$ cat src/rtl/agu_arbiter.sv
// rtl/agu_arbiter.sv - round-robin arbiter sharing one address generation unit among NREQ requesters
//
// Ports:
//   clk, rst                 clock, synchronous active-high reset
//   req[NREQ]                per-requester request, held until its done pulse
//   req_widen[NREQ]          per-requester widening flag
//   req_addr, req_max_reg    packed NREQ x ADDR_WIDTH base register / extra register count
//   req_off, req_max_off     packed NREQ x OFF_WIDTH start / final offset
//   gnt[NREQ]                one-hot, high for the granted requester's whole tenure
//   done[NREQ]               one-hot pulse when the granted requester's last address is accepted
//   agu_en, agu_*            AGU start command, valid only in the issue state
//   agu_idle, agu_addr_valid, agu_addr_end   AGU status
//   ack                      pipeline advance; issue/busy progress only when high
module agu_arbiter #(
    parameter int NREQ       = 4,
    parameter int ADDR_WIDTH = 5,
    parameter int OFF_WIDTH  = 8
) (
    input  logic                       clk,
    input  logic                       rst,
    input  logic [NREQ-1:0]            req,
    input  logic [NREQ-1:0]            req_widen,
    input  logic [NREQ*ADDR_WIDTH-1:0] req_addr,
    input  logic [NREQ*ADDR_WIDTH-1:0] req_max_reg,
    input  logic [NREQ*OFF_WIDTH-1:0]  req_off,
    input  logic [NREQ*OFF_WIDTH-1:0]  req_max_off,
    output logic [NREQ-1:0]            gnt,
    output logic [NREQ-1:0]            done,
    output logic                       agu_en,
    output logic                       agu_widen,
    output logic [ADDR_WIDTH-1:0]      agu_addr,
    output logic [ADDR_WIDTH-1:0]      agu_max_reg,
    output logic [OFF_WIDTH-1:0]       agu_off,
    output logic [OFF_WIDTH-1:0]       agu_max_off,
    input  logic                       agu_idle,
    input  logic                       agu_addr_valid,
    input  logic                       agu_addr_end,
    input  logic                       ack
);

    localparam int IW = $clog2(NREQ);

    typedef enum logic [1:0] {
        S_IDLE  = 2'd0,
        S_ISSUE = 2'd1,
        S_BUSY  = 2'd2
    } state_t;

    state_t                  state_q;
    logic [IW-1:0]           rr_q;
    // gnt_q doubles as the latched one-hot winner index
    logic [NREQ-1:0]         gnt_q;
    logic                    widen_q;
    logic [ADDR_WIDTH-1:0]   addr_q;
    logic [ADDR_WIDTH-1:0]   max_reg_q;
    logic [OFF_WIDTH-1:0]    off_q;
    logic [OFF_WIDTH-1:0]    max_off_q;

    logic                    found;
    logic [IW-1:0]           win;
    logic                    finish;

    // Scan offsets from the far end down so the requester closest to rr_q wins.
    always_comb begin
        int c;
        c     = 0;
        found = 1'b0;
        win   = rr_q;
        for (int i = NREQ - 1; i >= 0; i--) begin
            c = int'(rr_q) + i;
            if (c >= NREQ) c = c - NREQ;
            if (req[IW'(c)]) begin
                found = 1'b1;
                win   = IW'(c);
            end
        end
    end

    // Last address of the tenure accepted by the pipeline this cycle.
    assign finish = ack && agu_addr_valid && agu_addr_end;

    assign gnt         = gnt_q;
    assign done        = (!rst && state_q != S_IDLE && finish) ? gnt_q : '0;
    assign agu_en      = (state_q == S_ISSUE);
    assign agu_widen   = widen_q;
    assign agu_addr    = addr_q;
    assign agu_max_reg = max_reg_q;
    assign agu_off     = off_q;
    assign agu_max_off = max_off_q;

    always_ff @(posedge clk) begin
        if (rst) begin
            state_q   <= S_IDLE;
            rr_q      <= '0;
            gnt_q     <= '0;
            widen_q   <= 1'b0;
            addr_q    <= '0;
            max_reg_q <= '0;
            off_q     <= '0;
            max_off_q <= '0;
        end else begin
            case (state_q)
                S_IDLE: begin
                    // Selection does not wait for ack; only the AGU must be free.
                    if (found && agu_idle) begin
                        state_q   <= S_ISSUE;
                        gnt_q     <= NREQ'(1) << win;
                        rr_q      <= (win == IW'(NREQ - 1)) ? '0 : win + IW'(1);
                        widen_q   <= req_widen[win];
                        addr_q    <= req_addr[win*ADDR_WIDTH +: ADDR_WIDTH];
                        max_reg_q <= req_max_reg[win*ADDR_WIDTH +: ADDR_WIDTH];
                        off_q     <= req_off[win*OFF_WIDTH +: OFF_WIDTH];
                        max_off_q <= req_max_off[win*OFF_WIDTH +: OFF_WIDTH];
                    end
                end
                S_ISSUE: begin
                    if (ack) begin
                        if (agu_addr_valid && agu_addr_end) begin
                            state_q <= S_IDLE;
                            gnt_q   <= '0;
                        end else begin
                            state_q <= S_BUSY;
                        end
                    end
                end
                S_BUSY: begin
                    if (finish) begin
                        state_q <= S_IDLE;
                        gnt_q   <= '0;
                    end
                end
                default: begin
                    state_q <= S_IDLE;
                    gnt_q   <= '0;
                end
            endcase
        end
    end

endmodule
$ cat config.mk
export PLATFORM = sky130hd
export DESIGN_NAME = agu_arbiter
export DESIGN_NICKNAME = d
export VERILOG_FILES = /design/src/rtl/agu_arbiter.sv
export SDC_FILE = /design/constraint.sdc
export NUM_CORES = 1
export LEC_CHECK = 0
export CAP_MARGIN = 20
export CORE_MARGIN = 2
export CORE_UTILIZATION = 36
export CTS_CLUSTER_SIZE = 10
export DETAILED_ROUTE_END_ITERATION = 8
export PLACE_DENSITY_LB_ADDON = 0.3
export REMOVE_ABC_BUFFERS = 1
export SETUP_SLACK_MARGIN = 0.2
export SYNTH_ARGS = -nofsm -noshare
export SYNTH_HDL_FRONTEND = slang
export SYNTH_SLANG_ARGS = --single-unit
$ cat constraint.sdc
create_clock -name clk -period 3.3 [get_ports clk]
set_input_delay 0.99 -clock clk [delete_from_list [all_inputs] [get_ports clk]]
set_output_delay 0.99 -clock clk [all_outputs]
set_load 0.03 [all_outputs]
==> impl_results.md, run 1 <==
- Pin count of the biggest net entering global routing: 55
- Post-layout minimum cycle time: approximately 2.9 ns
- TritonCTS clock tree: done
- DP HPWL: between 5000 and 6000 um
- Rows: 29
- Worst R2R End: gnt[2]
- Reg2reg path depth: 8
- Worst skew pair latency: about 0.28 ns
- Highest-count cells in the layout ignoring fill and taps: clkdlybuf4s50_1, dfxtp_1, mux2i_1, nand2_1, o21ai_0
- TritonCTS Buffers: 5
- Max-cap violations: 0
- Core area: ~0.0063 sq mm
- Via count normalized by instance count: 5.190
- Vertical die dimension: 84.19 um
- Unrepaired setup endpoints after global routing: false
- Period utilization: between 80% and 90%
- Detailed-router iteration count before antenna repair: 4
- Run status: completed
- Post-cts hold buffer count: 0
- Growth of design area from synthesis to finish: 76.87%
- Mean Syn Cell Area: 8.296 sq um
- Data required time of the critical path: 2.31 ns
- Power density over cell area: 360.3 mW/mm^2
- Initial Utilization: about 37%
- Overall routed net length: roughly 7500 um
- Clock sink count: 35
- Worst EP arrival: a little under 2 ns
- Cell breakdown of the critical path: clkdlybuf4s50_1, nor3_4, and2_4, buf_6
- Summed area of non-filler cells in the final layout: slightly above 0.004 sq mm
- Gate Count Post-Synth: about 280
- Routed Antenna Nets: 0
- Final-stage net count: 549
- Async set-reset flop share out of synthesis: 0%
- Maximum resistive drop on vdd: about 0.0002 V
- Beginning of the worst hold path: agu_max_off[1]
- Unique masters post-synth: 34
- Final Total Pwr: roughly 1.5 mW
- Worst slew margin: between 60 and 70%
- Number of global-route vias before repair: approximately 2600
- Most common library cell in the layout ignoring fill and taps: clkdlybuf4s50_1
- Remaining global-route overflow: 0
- Antenna cells: 0
- CP max stage delay: 0.46 ns
- Hold Path End: agu_max_off[1]
- Synth warnings: 0
- Wire length of the first global-routing pass: roughly 12000 um
- Leakage power of the design: 1.502 nW
- Crit path max fanout: 4
- Top_reg_cell synth: dfxtp_1
- Hold_ws: a little under 0.5 ns
- Cell with the largest stage delay on the worst path: clkdlybuf4s50_1
- Number of port buffers: roughly 150
- Number of enable-type register cells in the synthesized netlist: 0
- Type of the setup path with the least slack: primary input to output pin
- Synthesized area: roughly 0.0023 sq mm
- Final number of max-transition violations: 0
- Final non-filler cell total: 504
- Type of the worst min-delay path: register to register
- Max H-tree Level: 2
- Layout cell share with drive strength beyond 1: around 8%
- Source of the worst register-to-register timing path: rr_q[0]
- Area after DPL: 0.003958 sq mm
- Last weighted congestion value of the routability-driven placer: just under 0.8
- Worst hold path depth: 2
- Initial antenna violation count: 0
- I/O pin cnt: around 150
- Worst-case clock skew: slightly below 0.002 ns
- Category of the worst setup path capture point: output pin
- Overall fraction of global-route tracks in use: a little over a fifth
- Proportion of synthesized chip area in sequential cells: a little under a third
- DRC viols: 0
- Worst Tran Pin Value: roughly 0.56 ns
- Vias: 2616
- Worst-path clk slew: 0.07 ns
- FMAX: 341.4 MHz
- Placed insts: 497
- Iteration-0 DRC count of the detailed router: around 110
- Die Area: about 0.0071 sq mm
- Horizontal extent of the die: ~84 um
- Routed length per placed instance: 14.92 um
- Register-to-register setup slack: between 1 and 1.5 ns
- Setup violation total in the final timing report: 0
- Cell at the root of the clock tree: clkbuf_8
- Number of synthesized register bits: 35
- Sort of element at the start of the critical path: primary input
- Final hold violation count: 0
- Number of buffers on the longest clock path: 2
## how the worst max path moves through the flow
stage | start | end | slack [ns] | cells after the start
after detailed placement | ack | done[1] | 0.04 | 5
after CTS | ack | done[1] | 0.20 | 5
after floorplan | req[2] | gnt[1] | -1.64 | 8
after global routing | rst | done[0] | 0.28 | 4
after global placement | ack | done[2] | 0.1 | 5
final | rst | done[0] | 0.37 | 4
## stage by stage
stage / setup WS [ns] / utilization (%) / TNS (ns)
after floorplan: -1.636 / - / -43.89
after global placement: 0.09692 / 63.05 / 0
after detailed placement: 0.04426 / 63.05 / 0
after CTS: 0.2010 / 64.70 / 0
after global routing: 0.2813 / 65.22 / 0
final: 0.3709 / 65.22 / 0
## layer usage
layer	share of wire, %	routed length (um)	track usage, %	up-vias
met5	0	0	0	-
met2	50	3741	36.65	90
met1	42	3122	24.65	1202
met4	1.2	91	5.718	0
li1	-	-	-	1316
met3	7.5	564	6.096	8
## cell families (layout without fill, tap and decap cells)
family	count (synthesis)	count (layout)	synth area share, %
buf+inv	28	176	5.405
mux	29	29	12.54
simple gates	86	86	20.76
fa+ha+maj	4	4	2.162
flops	35	35	30.27
compound gates	97	97	28.86
## final cells by class
type | instances | area (sq um)
tap | 77 | 96.34
multi-input combinational | 216 | 1526
sequential | 35 | 700.7
timing repair buffer | 164 | 1664
clock buffer | 6 | 82.58
inverter | 5 | 18.77
fill | 553 | 2183
clock inverter | 1 | 5.005
## synth_stat cells (5+ instances only)
library cell | count | share of area (%)
o21a_1 | 27 | 8.8
mux2i_1 | 29 | 13
a21oi_1 | 6 | 1.3
o21ai_0 | 28 | 6.1
inv_1 | 5 | 0.81
nor3b_1 | 27 | 8.8
nor2_1 | 8 | 1.3
nand2_1 | 29 | 4.7
o211ai_1 | 27 | 8.8
dfxtp_1 | 35 | 30
clkbuf_1 | 17 | 2.8
## worst max-delay path, delay by kind of cell
kind,cells,cell delay (ns)
simple gates,2,0.37
buf+inv,2,0.58
## repair_timing
| action | in CTS | in global routing |
|---|---|---|
| pin swaps | 2 | 3 |
| setup endpoints to repair | 4 | 4 |
| resized for setup | 3 | 11 |
| setup buffers | 0 | 0 |
## report_power, final
group / internal, mW / leakage, nW / switching, mW
clock network: 0.164 / 0.0470 / 0.153
registers: 0.474 / 0.287 / 0.0314
logic: 0.343 / 1.17 / 0.309
(Power assumes the default switching activity.)
==> run 2, diff against run 1 <==
- SKIP_CTS_REPAIR_TIMING: default -> 1
==> run 2 against run 1 <==
Effect of this change: power is 0.17% higher; sequential share of layout area hardly changed; maximum frequency shrank 2.8%; clock-buffer cell count is the same; utilization rose by 0.12 points; first-iteration DRC count shrank 18%; cell area grew 0.18%; die area unchanged; routed wire length grew 0.70%; global-route usage decreased by 0.10 points.
==> impl_results.md, run 2 (same netlist as run 1, synthesis figures left out) <==
- Met1 track demand over resource in global routing: 24.41% (was 24.65%)
- Detailed-router iteration count before antenna repair: 5 (was 4)
- Cell with the largest stage delay on the worst path: clkdlybuf4s50_1 (unchanged)
- Power density over cell area: 360.2 mW/mm^2 (was 360.3 mW/mm^2)
- Antenna cells: 0 (unchanged)
- Core area: 0.006277 sq mm (unchanged)
- Leakage power of the design: 1.506 nW (was 1.502 nW)
- Clock share of power: 21.6% (was 21.5%)
- Final non-filler cell total: 505 (was 504)
- Highest-count cells in the layout ignoring fill and taps: clkdlybuf4s50_1, dfxtp_1, mux2i_1, nand2_1, o21ai_0 (unchanged)
- Summed area of non-filler cells in the final layout: 0.004101 sq mm (was 0.004094 sq mm)
- Layout cell share with drive strength beyond 1: 8.178% (was 7.963%)
- Routed Antenna Nets: 0 (unchanged)
- Die Area: 0.007087 sq mm (unchanged)
- Met2 track demand over resource in global routing: 36.58% (was 36.65%)
- Cell internal pwr: 0.9814 mW (was 0.9809 mW)
- Final sum of negative setup slack: 0 ns (unchanged)
- Vias: 2634 (was 2616)
- Period utilization: 91.29% (was 88.76%)
- Count of filler cells inserted in the layout: 549 (was 553)
- Data required time of the critical path: 2.31 ns (about the same)
- Setup violation total in the final timing report: 0 (unchanged)
- Worst EP arrival: 2.02 ns (was 1.94 ns)
- Horizontal extent of the die: 84.19 um (unchanged)
- Remaining global-route overflow: 0 (unchanged)
- GRT busiest layer: met2 (unchanged)
- Post-layout minimum cycle time: 3.013 ns (was 2.929 ns)
- Share of power burned in registers: 34.2% (about the same)
- Net load switching power: 0.4960 mW (was 0.4940 mW)
- I/O pin cnt: 154 (unchanged)
- Max-cap violations: 0 (unchanged)
- Pin count of the biggest net entering global routing: 55 (unchanged)
- Maximum resistive drop on vdd: 0.0001968 V (was 0.0001964 V)
- Max H-tree Level: 2 (unchanged)
- Cell breakdown of the critical path: clkdlybuf4s50_1, nor3_4, and2_4, buf_6 (unchanged)
- Crit path max fanout: 4 (unchanged)
- Growth of design area from synthesis to finish: 77.19% (was 76.87%)
- Worst Tran Pin Value: 0.5606 ns (was 0.5609 ns)
- Vertical die dimension: 84.19 um (unchanged)
- Area after DPL: 0.003958 sq mm (unchanged)
- Routed length per placed instance: 15.00 um (was 14.92 um)
- Via count normalized by instance count: 5.216 (was 5.190)
- Number of port buffers: 153 (unchanged)
- Wire length of the first global-routing pass: 11980 um (was 12050 um)
- Worst skew pair latency: 0.28 ns (about the same)
- DP HPWL: 5530 um (unchanged)
- Final-stage net count: 550 (was 549)
- Worst-case clock skew: 0.003987 ns (was 0.001978 ns)
- FMAX: 331.9 MHz (was 341.4 MHz)
- Clock sink count: 35 (unchanged)
- Switch share: 33.57% (was 33.49%)
- Overall routed net length: 7573 um (was 7520 um)
- Last weighted congestion value of the routability-driven placer: 0.7782 (unchanged)
- Met3 Use GR: 6.096% (unchanged)
- Final hold violation count: 0 (unchanged)
- Worst slew margin: 62.63% (was 62.61%)
- DRC viols: 0 (unchanged)
- Run status: completed (unchanged)
- Hold_ws: 0.4812 ns (about the same)
- Unrepaired setup endpoints after global routing: false (unchanged)
- TritonCTS clock tree: done (unchanged)
- Final number of max-transition violations: 0 (unchanged)
- Cell at the root of the clock tree: clkbuf_8 (unchanged)
- Number of buffers on the longest clock path: 2 (unchanged)
- Share of the core filled with cells: 65.34% (was 65.22%)
- Overall fraction of global-route tracks in use: 20.72% (was 20.82%)
- Initial antenna violation count: 0 (unchanged)
- Type of the worst min-delay path: register to register (unchanged)
- Placed insts: 497 (unchanged)
- Pre-CTS setup slack: 0.04426 ns (unchanged)
- Initial Utilization: 36.87% (unchanged)
- Final Total Pwr: 1.477 mW (was 1.475 mW)
- Combinational Power Share: 44.2% (was 44.3%)
- TritonCTS Buffers: 5 (unchanged)
- Rows: 29 (unchanged)
- Worst Setup Slack, final: 0.2873 ns (was 0.3709 ns)
- Sort of element at the start of the critical path: primary input (unchanged)
- Most common library cell in the layout ignoring fill and taps: clkdlybuf4s50_1 (unchanged)
- Iteration-0 DRC count of the detailed router: 93 (was 114)
- CP max stage delay: 0.47 ns (was 0.46 ns)
- Number of global-route vias before repair: 2604 (was 2609)
- Category of the worst setup path capture point: output pin (unchanged)
- Type of the setup path with the least slack: primary input to output pin (unchanged)
- Worst-path clk slew: 0.07 ns (about the same)
## run 2: path summary, 6_finish.rpt
kind / from / to / slack, ns / depth (start not counted)
setup / recovery: rst / done[0] / 0.29 / 4
hold / removal: agu_max_off[1] / agu_max_off[1] / 0.48 / 2
setup reg to reg: rr_q[0] / gnt[2] / 1.35 / 8
hold reg to reg: agu_max_off[1] / agu_max_off[1] / 0.48 / 2
## run 2: layer usage
metal / wire length (um) / up-vias
met5: 0 / -
met1: 3118 / 1215
met3: 583 / 10
li1: - / 1316
met4: 103 / 0
met2: 3766 / 93
## run 2: final cells by class
type,count,area [sq um],share of cell area (%)
well taps,77,96.34,2.349
flip-flops and latches,35,700.7,17.08
multi-input cells,216,1526,37.22
repair buffers,165,1672,40.76
inverters,5,18.77,0.4576
clock buffers,6,82.58,2.013
clock inverters,1,5.005,0.1220
## run 2: critical path, delay by kind of cell
| kind | cells | cell delay [ns] |
|---|---|---|
| and+or+nand+nor | 2 | 0.44 |
| buffers and inverters | 2 | 0.59 |
## run 2: power by group through the flow
| stage | sequential, mW | clock [mW] | combinational [mW] |
|---|---|---|---|
| after floorplan | 0.601 | 0 | 0.241 |
| after global placement | 0.512 | 0 | 0.644 |
| after detailed placement | 0.514 | 0 | 0.654 |
| after CTS | 0.505 | 0.328 | 0.656 |
| after global routing | 0.512 | 0.340 | 0.704 |
| final | 0.505 | 0.319 | 0.654 |
==> run 3, diff against run 2 <==
- ABC_AREA: default -> 1
- CORE_UTILIZATION: 36 -> 38
==> run 3 against run 2 <==
Effect of this change: sequential power increased by 44%; non-clock buffer count decreased by 1; final cell count increased by 26%; critical path depth rose by 2; maximum frequency increased by 0.59%; sequential share of layout area down 0.11 points; power rose to 2.9 times the previous value; register-to-register slack got worse by 0.29 ns; die area up 2.1%; largest cell class unchanged; highest routed layer unchanged.
==> impl_results.md, run 3 <==
- Share of power burned in registers: 17.0% (was 34.2%)
- Post-layout minimum cycle time: 2.995 ns (was 3.013 ns)
- Async set-reset flop share out of synthesis: 0% (unchanged)
- Combinational Power Share: 75.2% (was 44.2%)
- Max-cap violations: 0 (unchanged)
- Routed Antenna Nets: 0 (unchanged)
- Net load switching power: 2.285 mW (was 0.4960 mW)
- Clock sink count: 35 (unchanged)
- Area after DPL: 0.004020 sq mm (was 0.003958 sq mm)
- Worst slew margin: 75.31% (was 62.63%)
- Summed area of non-filler cells in the final layout: 0.004128 sq mm (was 0.004101 sq mm)
- Mean Syn Cell Area: 5.957 sq um (was 8.296 sq um)
- Area taken by multi-input logic gates: 0.001540 sq mm (was 0.001526 sq mm)
- Number of synthesized register bits: 35 (unchanged)
- Type of the setup path with the least slack: primary input to output pin (unchanged)
- Number of global-route vias before repair: 2963 (was 2604)
- DP HPWL: 5934 um (was 5530 um)
- Run status: completed (unchanged)
- Setup violation total in the final timing report: 0 (unchanged)
- I/O pin cnt: 154 (unchanged)
- Last weighted congestion value of the routability-driven placer: 0.8054 (was 0.7782)
- Wire length of the first global-routing pass: 13170 um (was 11980 um)
- Overall fraction of global-route tracks in use: 21.90% (was 20.72%)
- Growth of design area from synthesis to finish: 65.36% (was 77.19%)
- Power density over cell area: 1035 mW/mm^2 (was 360.2 mW/mm^2)
- Cell with the most instances after synthesis: nand2_1 (was dfxtp_1)
- Origin of the worst setup path: agu_addr_end (was rst)
- Core area: 0.006350 sq mm (was 0.006277 sq mm)
- TritonCTS clock tree: done (unchanged)
- Hold_ws: 0.4849 ns (was 0.4812 ns)
- Gate Count Post-Synth: 419 (was 279)
- Synthesized area: 0.002496 sq mm (was 0.002315 sq mm)
- Worst-case clock skew: 0.001663 ns (was 0.003987 ns)
- FMAX: 333.9 MHz (was 331.9 MHz)
- Vertical die dimension: 85.05 um (was 84.19 um)
- Category of the worst setup path capture point: output pin (unchanged)
- Synth warnings: 0 (unchanged)
- Top_reg_cell synth: dfxtp_1 (unchanged)
- Number of enable-type register cells in the synthesized netlist: 0 (unchanged)
- Register-to-register setup slack: 1.06 ns (was 1.35 ns)
- Final number of max-transition violations: 0 (unchanged)
- Largest area contributor in the netlist: dfxtp_1 (unchanged)
- Final-stage net count: 680 (was 550)
- Number of buffers on the longest clock path: 2 (unchanged)
- Unrepaired setup endpoints after global routing: false (unchanged)
- Dominant cells by area after synthesis: dfxtp_1, nand3_1, nand2_1 (was dfxtp_1, mux2i_1, nor3b_1)
- Proportion of synthesized chip area in sequential cells: 28.07% (was 30.27%)
- Unique masters post-synth: 19 (was 34)
- Type of the worst min-delay path: register to register (unchanged)
- Share of the core filled with cells: 65.00% (was 65.34%)
- Cell internal pwr: 1.989 mW (was 0.9814 mW)
- Vias: 3299 (was 2634)
- Most common library cell in the layout ignoring fill and taps: clkdlybuf4s50_1 (unchanged)
- Period utilization: 90.76% (was 91.29%)
- Endpoint of the worst setup timing path: done[2] (was done[0])
- Iteration-0 DRC count of the detailed router: 130 (was 93)
- Data required time of the critical path: 2.31 ns (about the same)
- Highest-count cells in the layout ignoring fill and taps: clkdlybuf4s50_1, nand2_1, nand3_1 (was clkdlybuf4s50_1, dfxtp_1, mux2i_1, nand2_1, o21ai_0)
- Remaining global-route overflow: 0 (unchanged)
- Layout cell share with drive strength beyond 1: 6.261% (was 8.178%)
- Initial Utilization: 39.31% (was 36.87%)
- Clock share of power: 7.8% (was 21.6%)
- Cell at the root of the clock tree: clkbuf_8 (unchanged)
- Leakage power of the design: 1.831 nW (was 1.506 nW)
- Detailed-router iteration count before antenna repair: 4 (was 5)
- Maximum resistive drop on vdd: 0.0009690 V (was 0.0001968 V)
- Register area: 700.7 sq um (unchanged)
- Overall routed net length: 8063 um (was 7573 um)
- Initial antenna violation count: 0 (unchanged)
- Max H-tree Level: 2 (unchanged)
- Number of port buffers: 153 (unchanged)
- Die Area: 0.007234 sq mm (was 0.007087 sq mm)
- Reg2reg path depth: 16 (was 8)
- Rows: 29 (unchanged)
- Worst-path clk slew: 0.07 ns (about the same)
- TritonCTS Buffers: 5 (unchanged)
- Synth top cells by count: nand2_1, nand3_1, dfxtp_1 (was dfxtp_1, mux2i_1, nand2_1)
- DRC viols: 0 (unchanged)
- Final hold violation count: 0 (unchanged)
- Routed length per placed instance: 12.68 um (was 15.00 um)
- Worst skew pair latency: 0.27 ns (was 0.28 ns)
- Horizontal extent of the die: 85.05 um (was 84.19 um)
- Source of the worst register-to-register timing path: rr_q[0] (unchanged)
- Pin count of the biggest net entering global routing: 38 (was 55)
- Worst R2R End: gnt[1] (was gnt[2])
- Via count normalized by instance count: 5.187 (was 5.216)
- Worst Tran Pin Value: 0.3699 ns (was 0.5606 ns)
- Worst EP arrival: 2.01 ns (was 2.02 ns)
- Sort of element at the start of the critical path: primary input (unchanged)
- Share of the synthesized area in the top cell type: 28.07% (was 30.27%)
- Crit path max fanout: 4 (unchanged)
- Antenna cells: 0 (unchanged)
- Switch share: 53.46% (was 33.57%)
- Count of filler cells inserted in the layout: 576 (was 549)
-- run 3: metal layers --
layer | vias up | wire length [um] | GRT usage, %
li1 | 1675 | - | -
met1 | 1474 | 3337 | 26.18
met2 | 141 | 3835 | 38.78
met3 | 9 | 825 | 6.518
met4 | 0 | 64 | 4.618
met5 | - | 0 | 0
-- run 3: worst min path at each step --
stage / start / endpoint / slack [ns] / depth (start not counted)
3_3_place_gp: gnt[1] / gnt[1] / 0.47 / 2
6_report: gnt[1] / gnt[1] / 0.48 / 2
3_5_place_dp: gnt[1] / gnt[1] / 0.48 / 2
2_1_floorplan: rr_q[1] / rr_q[1] / 0.52 / 2
5_1_grt: gnt[1] / gnt[1] / 0.53 / 2
4_1_cts: gnt[2] / gnt[2] / 0.49 / 2
-- run 3: cell families (layout without fill, tap and decap cells) --
| family | after synthesis | in the layout | share of synthesized area [%] |
|---|---|---|---|
| AO/OA/AOI/OAI | 62 | 62 | 12.53 |
| AND/OR/NAND/NOR | 263 | 263 | 46.87 |
| adder cells (fa/ha/maj) | 4 | 4 | 2.005 |
| flip-flops | 35 | 35 | 28.07 |
| buffers and inverters | 55 | 195 | 10.53 |
-- run 3: final cells by class --
cell class              instances  share of cell area (%)
clock buffers                   8                   2.425
inverters                      23                   2.092
multi-input cells             329                   37.31
flip-flops and latches         35                   16.97
well taps                      77                   2.334
repair buffers                164                   38.86
-- run 3: power groups by stage --
stage          Combinational (mW)  Sequential (mW)  Clock, mW
2_1_floorplan                1.78             1.06          0
3_3_place_gp                 3.14            0.726          0
3_5_place_dp                 3.21            0.731          0
4_1_cts                      3.22            0.725      0.349
5_1_grt                      3.60            0.752      0.362
6_report                     3.21            0.726      0.334
-- run 3: per-stage QoR --
stage	TNS, ns	power (mW)	setup slack (ns)	cells
after floorplan	-0.1597	2.834	-0.08685	387
after global placement	0	3.869	0.3021	628
after detailed placement	0	3.941	0.2652	628
after CTS	0	4.296	0.2599	636
after global routing	0	4.713	0.2046	636
final	0	4.274	0.3049	636
-- run 3: worst max-delay path: stages --
cell and delay, ns:
clkdlybuf4s50_1 0.46, nand2_1 0.09, nor2_2 0.10, nand3_2 0.09, nor2_1 0.11, buf_4 0.17
